`config.mk`:
```
export PLATFORM = sky130hd
export DESIGN_NAME = tmds_channel_rx
export DESIGN_NICKNAME = d
export VERILOG_FILES = /design/src/rtl/tmds_pkg.sv /design/src/rtl/tmds_symbol_decode.sv /design/src/rtl/tmds_channel_rx.sv
export SDC_FILE = /design/constraint.sdc
export NUM_CORES = 1
export LEC_CHECK = 0
export BUFFER_PORTS_ARGS = -buffer_cell sky130_fd_sc_hd__buf_2
export CORE_MARGIN = 2
export CORE_UTILIZATION = 52
export CTS_CLUSTER_DIAMETER = 200
export DETAILED_ROUTE_END_ITERATION = 7
export PLACE_DENSITY = 0.8
export SLEW_MARGIN = 20
export SYNTH_ARGS = -nofsm -noshare
export SYNTH_HDL_FRONTEND = slang
export SYNTH_SLANG_ARGS = --single-unit
```
`constraint.sdc`:
```
create_clock -name clk -period 7.9 [get_ports clk]
set_input_delay 0.79 -clock clk [delete_from_list [all_inputs] [get_ports clk]]
set_output_delay 0.79 -clock clk [all_outputs]
set_load 0.02 [all_outputs]
```
`src/rtl/tmds_pkg.sv`:
```
// Shared TMDS definitions: control-token literals (common with tmds_encoder),
// receiver FSM state type and the control-token classifier.
package tmds_pkg;

  localparam logic [9:0] CTRL_TOK_00 = 10'b1101010100;
  localparam logic [9:0] CTRL_TOK_01 = 10'b0010101011;
  localparam logic [9:0] CTRL_TOK_10 = 10'b0101010100;
  localparam logic [9:0] CTRL_TOK_11 = 10'b1010101011;

  typedef enum logic [1:0] {
    SEARCH  = 2'd0,
    CONFIRM = 2'd1,
    LOCKED  = 2'd2
  } rx_state_t;

  typedef struct packed {
    logic       is_token;
    logic [1:0] cd;
  } tok_t;

  function automatic tok_t token_decode(input logic [9:0] sym);
    tok_t t;
    t = '{is_token: 1'b1, cd: 2'b00};
    case (sym)
      CTRL_TOK_00: t.cd = 2'b00;
      CTRL_TOK_01: t.cd = 2'b01;
      CTRL_TOK_10: t.cd = 2'b10;
      CTRL_TOK_11: t.cd = 2'b11;
      default:     t.is_token = 1'b0;
    endcase
    return t;
  endfunction

endpackage

```
`src/rtl/tmds_symbol_decode.sv`:
```
// Combinational 10b symbol decode: control-token match plus the inverse of the
// TMDS transition-minimising data encoding.
module tmds_symbol_decode
  import tmds_pkg::*;
(
  input  logic [9:0] sym,
  output logic       is_token,
  output logic [1:0] cd,
  output logic [7:0] vd
);

  tok_t       tok;
  logic [7:0] d;

  always_comb begin
    tok      = token_decode(sym);
    is_token = tok.is_token;
    cd       = tok.cd;
    // bit 9 flags DC-balance inversion, bit 8 selects XOR vs XNOR chaining
    d        = sym[9] ? ~sym[7:0] : sym[7:0];
    vd       = '0;
    vd[0]    = d[0];
    for (int i = 1; i < 8; i++) begin
      vd[i] = sym[8] ? (d[i] ^ d[i-1]) : ~(d[i] ^ d[i-1]);
    end
  end

endmodule

```
`src/rtl/tmds_channel_rx.sv`:
```
// Per-lane TMDS receiver: bit-slip alignment search, token-based lock and
// symbol decode. Optional lock-loss counter enabled by TMDS_RX_ERRCNT_EN.
module tmds_channel_rx
  import tmds_pkg::*;
#(
  parameter int LOCK_TOKENS = 8,
  parameter int DWELL       = 2048
) (
  input  logic        clk,
  input  logic        rst,
  input  logic [9:0]  in_word,
  output logic        locked,
  output logic [3:0]  slip_offset,
  output logic        vde,
  output logic [7:0]  vd,
  output logic [1:0]  cd,
  output logic [15:0] err_count
);

  localparam int DW = $clog2(DWELL + 1);
  localparam int RW = $clog2(LOCK_TOKENS + 1);
  localparam logic [DW-1:0] DWELL_LAST = DW'(DWELL - 1);
  localparam logic [DW-1:0] WDOG_MAX   = DW'(DWELL);
  localparam logic [RW-1:0] RUN_LOCK   = RW'(LOCK_TOKENS);

  rx_state_t     state_q, state_d;
  logic [9:0]    prev_q, prev_d;
  logic [3:0]    off_q, off_d;
  logic [DW-1:0] dwell_q, dwell_d;
  logic [DW-1:0] wdog_q, wdog_d;
  logic [RW-1:0] run_q, run_d;
  logic          locked_q, locked_d;
  logic          vde_q, vde_d;
  logic [7:0]    vd_q, vd_d;
  logic [1:0]    cd_q, cd_d;

  logic [19:0] hist;
  logic [9:0]  sym;
  logic        is_tok;
  logic [1:0]  tok_cd;
  logic [7:0]  dec_vd;
  logic [3:0]  off_next;

  assign hist     = {in_word, prev_q};
  assign sym      = 10'(hist >> off_q);
  assign off_next = (off_q == 4'd9) ? 4'd0 : off_q + 4'd1;

  tmds_symbol_decode u_dec (
    .sym      (sym),
    .is_token (is_tok),
    .cd       (tok_cd),
    .vd       (dec_vd)
  );

  always_comb begin
    state_d = state_q;
    prev_d  = in_word;
    off_d   = off_q;
    dwell_d = dwell_q;
    wdog_d  = wdog_q;
    run_d   = run_q;
    case (state_q)
      SEARCH: begin
        if (is_tok) begin
          dwell_d = '0;
          if (LOCK_TOKENS <= 1) begin
            state_d = LOCKED;
            wdog_d  = '0;
            run_d   = '0;
          end else begin
            state_d = CONFIRM;
            run_d   = RW'(1);
          end
        end else if (dwell_q == DWELL_LAST) begin
          off_d   = off_next;
          dwell_d = '0;
        end else begin
          dwell_d = dwell_q + DW'(1);
        end
      end
      CONFIRM: begin
        if (is_tok) begin
          if (run_q + RW'(1) == RUN_LOCK) begin
            state_d = LOCKED;
            wdog_d  = '0;
            run_d   = '0;
          end else begin
            run_d = run_q + RW'(1);
          end
        end else begin
          // a broken run means this offset is wrong: move on immediately
          state_d = SEARCH;
          off_d   = off_next;
          dwell_d = '0;
          run_d   = '0;
        end
      end
      LOCKED: begin
        if (is_tok) begin
          wdog_d = '0;
        end else if (wdog_q == WDOG_MAX) begin
          state_d = SEARCH;
          wdog_d  = '0;
          dwell_d = '0;
        end else begin
          wdog_d = wdog_q + DW'(1);
        end
      end
      default: state_d = SEARCH;
    endcase

    // outputs track the post-transition state so lock shows on the locking token
    locked_d = (state_d == LOCKED);
    vde_d    = 1'b0;
    vd_d     = '0;
    cd_d     = '0;
    if (locked_d) begin
      if (is_tok) begin
        cd_d = tok_cd;
      end else begin
        vde_d = 1'b1;
        vd_d  = dec_vd;
        cd_d  = cd_q;
      end
    end
  end

  always_ff @(posedge clk) begin
    if (rst) begin
      state_q  <= SEARCH;
      prev_q   <= '0;
      off_q    <= '0;
      dwell_q  <= '0;
      wdog_q   <= '0;
      run_q    <= '0;
      locked_q <= 1'b0;
      vde_q    <= 1'b0;
      vd_q     <= '0;
      cd_q     <= '0;
    end else begin
      state_q  <= state_d;
      prev_q   <= prev_d;
      off_q    <= off_d;
      dwell_q  <= dwell_d;
      wdog_q   <= wdog_d;
      run_q    <= run_d;
      locked_q <= locked_d;
      vde_q    <= vde_d;
      vd_q     <= vd_d;
      cd_q     <= cd_d;
    end
  end

`ifdef TMDS_RX_ERRCNT_EN
  logic [15:0] err_q, err_d;
  logic        lost;

  assign lost = (state_q == LOCKED) && !is_tok && (wdog_q == WDOG_MAX);

  always_comb begin
    err_d = err_q;
    if (lost && err_q != 16'hFFFF) err_d = err_q + 16'd1;
  end

  always_ff @(posedge clk) begin
    if (rst) err_q <= '0;
    else     err_q <= err_d;
  end

  assign err_count = err_q;
`else
  assign err_count = 16'h0000;
`endif

  assign locked      = locked_q;
  assign slip_offset = off_q;
  assign vde         = vde_q;
  assign vd          = vd_q;
  assign cd          = cd_q;

endmodule
```
==> impl_metrics.py, run 1 <==
metrics = {
    "status": {
        "status": "completed",
    },
    "power": {
        "p_leak_nw": 1.66,
        "power.clock.fraction_pct": 35.7,
        "peakVddDrop_v": 0.0000776,
        "seqPwrFrac_pct": 53.5,
        "total_power_uw": 540,
        "internal_power_uw": 405,
        "swShare_pct": 25.1,
        "netSwitchingPower_uw": 135,
        "power_frac_comb_pct": 10.8,
        "power.density_mw_per_mm2": 133,
    },
    "cts": {
        "cts_tree": "done",
        "clock_latency_ns": 0.32,
        "cts.repair.resized": 0,
        "cts_hold_buf": 0,
        "clkTransAtPathRegs_ns": 0.11,
        "cts-root-buf": "clkbuf_8",
        "clock_path_buffers": 2,
        "ctsHtreeMaxLevel": 2,
        "cts_made_buffers": 5,
        "post_cts.repair.setup_buffers": 0,
        "cts_sinks": 56,
    },
    "synthesis": {
        "yosysMostFrequentCell": "dfxtp_1",
        "yosys_register_bits": 56,
        "yosys.area.top_type_share_pct": 28.9,
        "synth.area.top_cells": "dfxtp_1, mux2i_1, ha_1, mux4_2, nor2_1",
        "netlist_area_mm2": 0.00387,
        "yosysTopAreaCell": "dfxtp_1",
        "synth_edf_count": 0,
        "synthCells": 453,
        "synthTopCellsByCount": "dfxtp_1, mux2i_1, nor2_1, nand2_1, inv_1",
        "synthFlopType": "dfxtp_1",
        "avgSynthCellArea_um2": 8.55,
        "synth.distinct_cells": 63,
        "ys_async_sr_fraction_pct": 0,
        "ys_seq_area_share_pct": 28.9,
        "synth_warnings": 0,
    },
    "worst_hold_path": {
        "min_path_cells": 1,
        "min_path_type": "reg2reg",
        "hold_end": "dwell_q[11]",
        "hp-start": "dwell_q[11]",
    },
    "floorplan": {
        "die_w_um": 90.3,
        "die_height_um": 90.3,
        "start_util_pct": 53.4,
        "die-area_mm2": 0.00816,
        "core_mm2": 0.00725,
        "io_pins": 44,
        "fp-row-count": 31,
    },
    "critical_path": {
        "worstSetupStartpointType": "flip-flop",
        "r2r_setup_slack_ns": 3.78,
        "reg2reg_depth": 11,
        "crit_fanout": 19,
        "critical_path.endpoint_type": "flip-flop",
        "crit_arrival_ns": 4.32,
        "path_class": "reg2reg",
        "crit_required_ns": 8.10,
        "r2r-start": "slip_offset[0]",
        "regToRegEndpoint": "vd[2]",
    },
    "routing": {
        "vias": 3160,
        "first_pass_iters": 4,
        "route.detailed.drc": 0,
        "finalWirelength_um": 7910,
        "vias_per_cell": 5.60,
        "drt-initial-drc-count": 212,
        "avgRoutedWirePerCell_um": 14.0,
        "ant_nets": 0,
    },
    "sta": {
        "hold_slack_ns": 0.469,
        "fin_setup_tns_ns": 0,
        "worstMarginPinSlew_ns": 0.824,
        "fmax_mhz": 243,
        "slew_violations": 0,
        "setup_viol": 0,
        "finalCriticalPeriod_ns": 4.12,
        "final_hold_viol_count": 0,
        "fin_skew_ns": 0.0158,
        "period_share_pct": 52.2,
        "rsz0062_at_grt": "false",
        "max-slew-margin-rel_pct": 45.0,
    },
    "global_routing": {
        "grt_use_met3_pct": 3.76,
        "met1_usage_pct": 25.2,
        "grt_pass1_vias": 3007,
        "grtUsageMet2_pct": 33.5,
        "grt_max_degree": 36,
        "globalRouteOverflowTotal": 0,
        "busiest_layer": "met2",
        "antenna_found_initial": 0,
        "grt_pass1_wl_um": 13600,
        "track_usage_pct": 19.7,
    },
    "placement": {
        "port_buffers": 27,
        "gp_congestion": 0.872,
        "dp_hpwl_um": 5810,
    },
    "finish": {
        "drive_gt1_share_pct": 14.0,
        "ff_latch_area_mm2": 0.00112,
        "syn2layout_area_growth_pct": 5.20,
        "nets": 493,
        "antennaDiodeCount": 0,
        "multiInputGateArea_mm2": 0.00247,
        "nFillCells": 658,
    },
    "run": {
        "cap_violations": 0,
    },
}
==> worst max-delay path by stage <==
stage / start / to / depth (start not counted)
2_1_floorplan: slip_offset[1] / vd[4] / 14
3_3_place_gp: slip_offset[0] / vd[2] / 11
4_1_cts: slip_offset[0] / vd[2] / 11
3_5_place_dp: slip_offset[0] / vd[2] / 11
6_report: slip_offset[0] / vd[2] / 11
5_1_grt: slip_offset[0] / vd[5] / 11
==> cell usage in the layout (no fill, tap or decap), types with 8 or more instances in the layout <==
cell type	count
nor3_1	8
conb_1	16
mux2i_1	38
inv_1	25
nand3_1	18
and3_1	10
nand2_1	30
mux4_2	9
nor2b_1	11
dfxtp_1	56
buf_2	27
a21oi_1	23
ha_1	17
nor2_1	38
xnor2_1	13
o21ai_1	21
==> flip-flops by register name, summed over array words and instances (netlist names) <==
signal and count:
locked 1, vde 1, cd 2, dwell_q 12
prev_q 10, wdog_q 12, run_q 4, state_q 2
slip_offset 4, vd 8
==> worst max-delay path, stage by stage (launching register included) <==
cell       delay [ns]
dfxtp_1          0.88
inv_2            0.31
mux4_2           0.65
mux2i_1          0.30
inv_1            0.08
ha_1             0.21
nand4_1          0.15
mux2i_1          0.12
and3_1           0.19
a2111oi_0        0.58
or4_1            0.43
nor2_1           0.10
==> through the flow <==
stage	util [%]	setup WS, ns	area [um2]	cells
final	56.2	3.78	4080	564
after global routing	56.2	3.40	4080	564
after CTS	56.2	3.83	4080	564
after detailed placement	54.6	3.84	3960	556
after global placement	54.6	3.89	3960	556
after floorplan	-	4.40	3930	468
==> area by class of cell <==
cell class                      instances  share of cell area [%]
Multi-Input combinational cell        345                    60.5
Sequential cell                        56                    27.5
Timing Repair Buffer                   28                    3.50
Tap cell                               99                    3.04
Inverter                               28                    2.58
Clock buffer                            5                    1.69
Clock inverter                          3                    1.17
==> cells by family after synthesis <==
| logic type | count (synthesis) | synth area share, % |
|---|---|---|
| and+or+nand+nor | 155 | 20.8 |
| AOI/OAI and AO/OA | 87 | 15.2 |
| other | 1 | 0.0968 |
| muxes | 53 | 16.8 |
| buffers and inverters | 67 | 8.85 |
| DFF | 56 | 28.9 |
| adders and majority gates | 17 | 5.49 |
| xor gates and xnor gates | 17 | 3.84 |
==> power groups by stage <==
stage                     Combinational (mW)  Clock, mW  Sequential [mW]
after floorplan                       0.0503          0            0.295
after global placement                0.0555          0            0.295
after detailed placement              0.0573          0            0.296
after CTS                             0.0579      0.195            0.289
after global routing                  0.0637      0.207            0.290
final                                 0.0581      0.193            0.289
==> routing by layer <==
layer	up-vias	share of wire (%)
met5	-	0
li1	1605	-
met3	15	4.3
met2	80	47
met1	1460	47
met4	0	1.6
Power figures use the tool's default switching activity.
==> run 2: changes to the inputs <==
Settings changed: PLACE_DENSITY 0.8 to 0.83.
Clock period 7.9 ns to 3.6 ns, I/O delays scaled along.
==> run 2 against run 1 <==
Net effect: clock skew down 0.0078 ns; non-clock buffer count rose by 16; first-iteration DRC count decreased by 17%; core utilization is 2.2 points higher; sequential cell count is the same; total power increased by 120%; sequential share of layout area fell by 1.0 points; cell area up 4.0%; global-route usage is 0.60 points higher; largest cell class unchanged; maximum frequency increased by 20%; sequential power grew 120%.
==> impl_metrics.py, run 2 (same netlist as run 1, synthesis figures left out) <==
metrics = {
    "worst_hold_path": {
        "min_path_type": "in2reg",
        "min_path_cells": 2,
        "hold_end": "prev_q[1]",
        "hp-start": "in_word[1]",
    },
    "global_routing": {
        "globalRouteOverflowTotal": 0,
        "antenna_found_initial": 0,
        "grt_max_degree": 36,
        "grt_pass1_vias": 3178,
        "track_usage_pct": 20.3,
        "grt_pass1_wl_um": 14100,
    },
    "sta": {
        "finalCriticalPeriod_ns": 3.45,
        "period_share_pct": 95.8,
        "worstMarginPinSlew_ns": 0.644,
        "fin_setup_tns_ns": 0,
        "fmax_mhz": 290,
        "slew_violations": 0,
        "final_hold_viol_count": 0,
        "fin_skew_ns": 0.00808,
        "max-slew-margin-rel_pct": 57.1,
        "setup_viol": 0,
    },
    "critical_path": {
        "path_class": "reg2reg",
        "reg2reg_depth": 13,
        "crit_fanout": 21,
        "r2r-start": "slip_offset[1]",
        "r2r_setup_slack_ns": 0.15,
        "crit_required_ns": 3.86,
        "crit_arrival_ns": 3.71,
        "regToRegEndpoint": "wdog_q[8]",
        "worstSetupStartpointType": "flip-flop",
        "critical_path.endpoint_type": "flip-flop",
    },
    "cts": {
        "cts_hold_buf": 0,
        "cts_tree": "done",
        "ctsHtreeMaxLevel": 2,
        "cts_made_buffers": 5,
        "cts_sinks": 56,
        "clock_path_buffers": 2,
        "cts-root-buf": "clkbuf_8",
        "clock_latency_ns": 0.31,
        "clkTransAtPathRegs_ns": 0.10,
    },
    "finish": {
        "top_regs": "dwell_q (12), wdog_q (12), prev_q (10)",
        "nets": 509,
        "layout_commonest_cell": "dfxtp_1",
        "nFillCells": 631,
        "drive_gt1_share_pct": 17.7,
        "antennaDiodeCount": 0,
        "fin_util_pct": 58.4,
        "ff_latch_area_mm2": 0.00112,
        "syn2layout_area_growth_pct": 9.36,
        "stdcell_count": 580,
        "multiInputGateArea_mm2": 0.00250,
        "final_cell_mix": "dfxtp_1, nor2_1, mux2i_1, nand2_1, buf_2",
    },
    "floorplan": {
        "die_height_um": 90.3,
        "core_mm2": 0.00725,
        "io_pins": 44,
        "start_util_pct": 53.4,
        "die-area_mm2": 0.00816,
        "die_w_um": 90.3,
        "fp-row-count": 31,
    },
    "routing": {
        "route.detailed.drc": 0,
        "first_pass_iters": 4,
        "vias": 3271,
        "ant_nets": 0,
        "vias_per_cell": 5.64,
        "avgRoutedWirePerCell_um": 14.4,
        "drt-initial-drc-count": 176,
        "finalWirelength_um": 8360,
    },
    "placement": {
        "gp_congestion": 0.909,
        "dp_hpwl_um": 6160,
        "port_buffers": 27,
        "placed_cells": 566,
    },
    "status": {
        "status": "completed",
    },
    "run": {
        "cap_violations": 0,
    },
    "power": {
        "peakVddDrop_v": 0.000168,
        "p_leak_nw": 1.74,
        "power.density_mw_per_mm2": 278,
    },
}
-- run 2: cell count changes in the layout (fill, tap and decap cells not counted), sizes merged --
cell	before	now
clkinv	2	0
clkbuf	5	6
buf	28	44
inv	28	29
-- run 2: cell type report --
type | count | area share, %
Tap cell | 99 | 2.92
Clock buffer | 6 | 1.71
Clock inverter | 2 | 0.915
Inverter | 28 | 2.54
Sequential cell | 56 | 26.5
Multi-Input combinational cell | 345 | 58.9
Timing Repair Buffer | 44 | 6.50
-- run 2: critical path: stages (launching register included) --
cell,delay [ns]
dfxtp_2,0.37
buf_12,0.19
mux2_1,0.38
mux2i_2,0.20
inv_1,0.05
mux4_2,0.51
ha_1,0.22
nand4_1,0.16
a211o_4,0.17
buf_4,0.15
nand4_4,0.11
or3_1,0.42
or3b_1,0.40
nand2_1,0.07
-- run 2: how the worst max path moves through the flow --
stage               slack (ns)          to  cells after the start            from
finish                    0.15   wdog_q[8]                     13  slip_offset[1]
global route             -0.03       cd[0]                     13  slip_offset[1]
CTS                     0.0006   wdog_q[9]                     13  slip_offset[1]
detailed placement       -0.04  wdog_q[11]                     13  slip_offset[1]
global placement          0.14  wdog_q[11]                     13  slip_offset[1]
floorplan                  0.1       vd[4]                     14  slip_offset[1]
-- run 2: routing by layer --
metal / global-route usage, % / vias up / part of all wire (%)
met5: 0 / - / 0
met4: 5.90 / 0 / 1.5
met3: 3.09 / 12 / 3.9
met2: 36.4 / 76 / 50
met1: 25.3 / 1553 / 45
li1: - / 1630 / -
-- run 2: stage by stage --
stage          setup slack [ns]  power [mW]  area, um2  hold WS (ns)
2_1_floorplan            0.0998       0.757       3930         0.427
3_3_place_gp              0.141       0.770       4050         0.446
3_5_place_dp            -0.0359       0.776       4050         0.455
4_1_cts                0.000552        1.19       4170         0.308
5_1_grt                 -0.0344        1.23       4240         0.300
6_report                  0.152        1.18       4240         0.305
-- run 2: power by group --
part	switching, mW	total, mW	internal (mW)	leakage [nW]
clock network	0.205	0.415	0.210	0.0558
registers	0.00592	0.634	0.628	0.455
logic	0.0783	0.129	0.0512	1.22
total	0.289	1.18	0.890	1.74
-- run 2: repair_timing --
item	CTS	global route
endpoints found under the setup margin	5	20
setup buffers	0	6
pin swaps	1	6
gates resized for setup	3	10
==> run 3: changes to the inputs <==
Settings changed: PLACE_DENSITY 0.83 to 0.81, SYNTH_HIERARCHICAL from default to 1.
Clock period 3.6 ns to 4.3 ns, I/O delays scaled along.
==> run 3 against run 2 <==
Net effect: sequential cell count unchanged; die area down 9.1%; global-route usage down 0.58 points; maximum frequency down 15%; register-to-register slack better by 0.12 ns; core utilization up 0.096 points.
==> impl_metrics.py, run 3 <==
metrics = {
    "critical_path": {
        "worstSetupStartpointType": "flip-flop",
        "crit_chain": "buf_4 > mux2_2 > mux2i_1 > a21oi_1 > nor2_1 > a31oi_1 > and4bb_1 > nand3b_1 > o31ai_4 > nor2b_1 > o21ai_1 > a22oi_1 > or2_2 > nor2_1",
        "crit_path_top_delay_cell": "o31ai_4",
        "critPathMaxStageDelay_ns": 0.47,
        "crit_arrival_ns": 4.28,
        "crit_required_ns": 4.55,
        "cpMostUsedCell": "nor2_1",
        "critical_path.endpoint_type": "flip-flop",
        "path_class": "reg2reg",
        "crit_fanout": 23,
    },
    "sta": {
        "setup_viol": 0,
        "worstMarginPinSlew_ns": 0.589,
        "setup_ws_ns": 0.268,
        "hold_slack_ns": 0.347,
        "period_share_pct": 93.8,
        "fin_setup_tns_ns": 0,
        "finalCriticalPeriod_ns": 4.03,
        "fin_skew_ns": 0.0118,
        "final_hold_viol_count": 0,
        "slew_violations": 0,
        "max-slew-margin-rel_pct": 60.4,
        "rsz0062_at_grt": "false",
        "fmax_mhz": 248,
    },
    "finish": {
        "final_area_mm2": 0.00376,
        "nFillCells": 551,
        "fin_util_pct": 58.5,
        "nets": 427,
        "drive_gt1_share_pct": 16.9,
        "antennaDiodeCount": 0,
        "syn2layout_area_growth_pct": 7.13,
        "stdcell_count": 485,
        "top_regs": "dwell_q (12), wdog_q (12), prev_q (10)",
        "layout_commonest_cell": "dfxtp_1",
        "final_cell_mix": "dfxtp_1, nor2_1, buf_2, a21oi_1",
    },
    "power": {
        "total_power_uw": 975,
        "peakVddDrop_v": 0.000120,
        "p_leak_nw": 1.38,
        "power.density_mw_per_mm2": 259,
    },
    "synthesis": {
        "avgSynthCellArea_um2": 9.09,
        "synth_mux_area_share_pct": 13.6,
        "synth.area.top_cells": "dfxtp_1, mux4_2, xnor2_1, mux2i_1, nor2_1",
        "synth_fa_ha_area_share_pct": 2.85,
        "yosys_register_bits": 56,
        "ys_seq_area_share_pct": 32.0,
        "synthTopCellsByCount": "dfxtp_1, nor2_1, a21oi_1, nor2b_1, xnor2_1",
        "yosysTopAreaCell": "dfxtp_1",
        "yosysMostFrequentCell": "dfxtp_1",
        "synthFlopType": "dfxtp_1",
        "synth_warnings": 6,
        "netlist_area_mm2": 0.00351,
        "ys_async_sr_fraction_pct": 0,
        "synth.distinct_cells": 63,
        "yosys.area.top_type_share_pct": 32.0,
        "synth_compound_area_share_pct": 13.8,
        "synth-xor-area-share_pct": 7.74,
        "synth_edf_count": 0,
        "synthCells": 386,
        "synth_top_family_by_area": "simple AND/OR/NAND/NOR gates",
        "synth_simple_gate_area_share_pct": 22.7,
    },
    "global_routing": {
        "grt_pass1_wl_um": 12000,
        "grt_pass1_vias": 2541,
        "globalRouteOverflowTotal": 0,
        "antenna_found_initial": 0,
        "track_usage_pct": 19.7,
        "grt_max_degree": 28,
    },
    "routing": {
        "first_pass_iters": 5,
        "avgRoutedWirePerCell_um": 14.6,
        "vias_per_cell": 5.84,
        "ant_nets": 0,
        "route.detailed.drc": 0,
        "finalWirelength_um": 7090,
        "vias": 2833,
        "drt-initial-drc-count": 121,
    },
    "cts": {
        "clock_path_buffers": 2,
        "ctsHtreeMaxLevel": 2,
        "cts_sinks": 56,
        "clock_latency_ns": 0.32,
        "cts_made_buffers": 5,
        "cts-root-buf": "clkbuf_8",
        "cts_hold_buf": 0,
        "cts_tree": "done",
        "clkTransAtPathRegs_ns": 0.10,
    },
    "floorplan": {
        "core_mm2": 0.00642,
        "fp-row-count": 29,
        "die_height_um": 86.1,
        "die-area_mm2": 0.00742,
        "die_w_um": 86.1,
        "io_pins": 44,
        "start_util_pct": 54.6,
    },
    "placement": {
        "placed_area_mm2": 0.00363,
        "port_buffers": 27,
        "placed_cells": 477,
        "place_ws_ns": 0.237,
        "gp_congestion": 0.926,
        "dp_hpwl_um": 5210,
    },
    "worst_hold_path": {
        "min_path_type": "in2reg",
    },
    "run": {
        "cap_violations": 0,
    },
    "status": {
        "status": "completed",
    },
}
run 3: kinds of logic (layout without fill, tap and decap cells):
logic type,after synthesis,in the layout
fa+ha+maj,8,8
flops,56,56
simple gates,138,138
buf+inv,46,53
xor+xnor,31,31
compound gates,73,73
mux,33,33
other cells,1,16
run 3: power breakdown:
| group | switching [mW] | leakage (nW) | internal (mW) |
|---|---|---|---|
| sequential | 0.00646 | 0.455 | 0.526 |
| clock | 0.174 | 0.0558 | 0.176 |
| combinational | 0.0540 | 0.874 | 0.0376 |
run 3: timing repair:
action	in CTS	in global routing
gates resized for setup	0	3
setup buffers	0	0
endpoints found under the setup margin	0	36
run 3: worst max-delay path, delay by kind of cell, from the launching register on:
family,cells,cell delay (ns)
buf+inv,1,0.27
flops,1,0.32
mux,2,0.33
compound gates,5,1.88
simple gates,6,1.13
run 3: path summary, 6_finish.rpt:
path	to	slack [ns]	depth (start not counted)	startpoint
max	dwell_q[3]	0.27	14	slip_offset[1]
max reg2reg	dwell_q[3]	0.27	14	slip_offset[1]
min	prev_q[1]	0.35	2	in_word[1]
min reg2reg	cd[1]	0.51	2	cd[1]
run 3: area by class of cell:
class	instances	area [um2]	area share, %
Multi-Input combinational cell	299	2200	58.6
Inverter	12	45.0	1.20
Clock inverter	2	38.8	1.03
Timing Repair Buffer	33	180	4.79
Clock buffer	6	72.6	1.93
Tap cell	77	96.3	2.56
Sequential cell	56	1120	29.9
run 3: routing by layer:
| metal | up-vias | part of all wire [%] | global-route usage (%) |
|---|---|---|---|
| met5 | - | 0 | 0 |
| met4 | 0 | 1.1 | 5.48 |
| met3 | 7 | 6.6 | 3.95 |
| met2 | 114 | 44 | 29.2 |
| met1 | 1307 | 48 | 29.2 |
| li1 | 1405 | - | - |
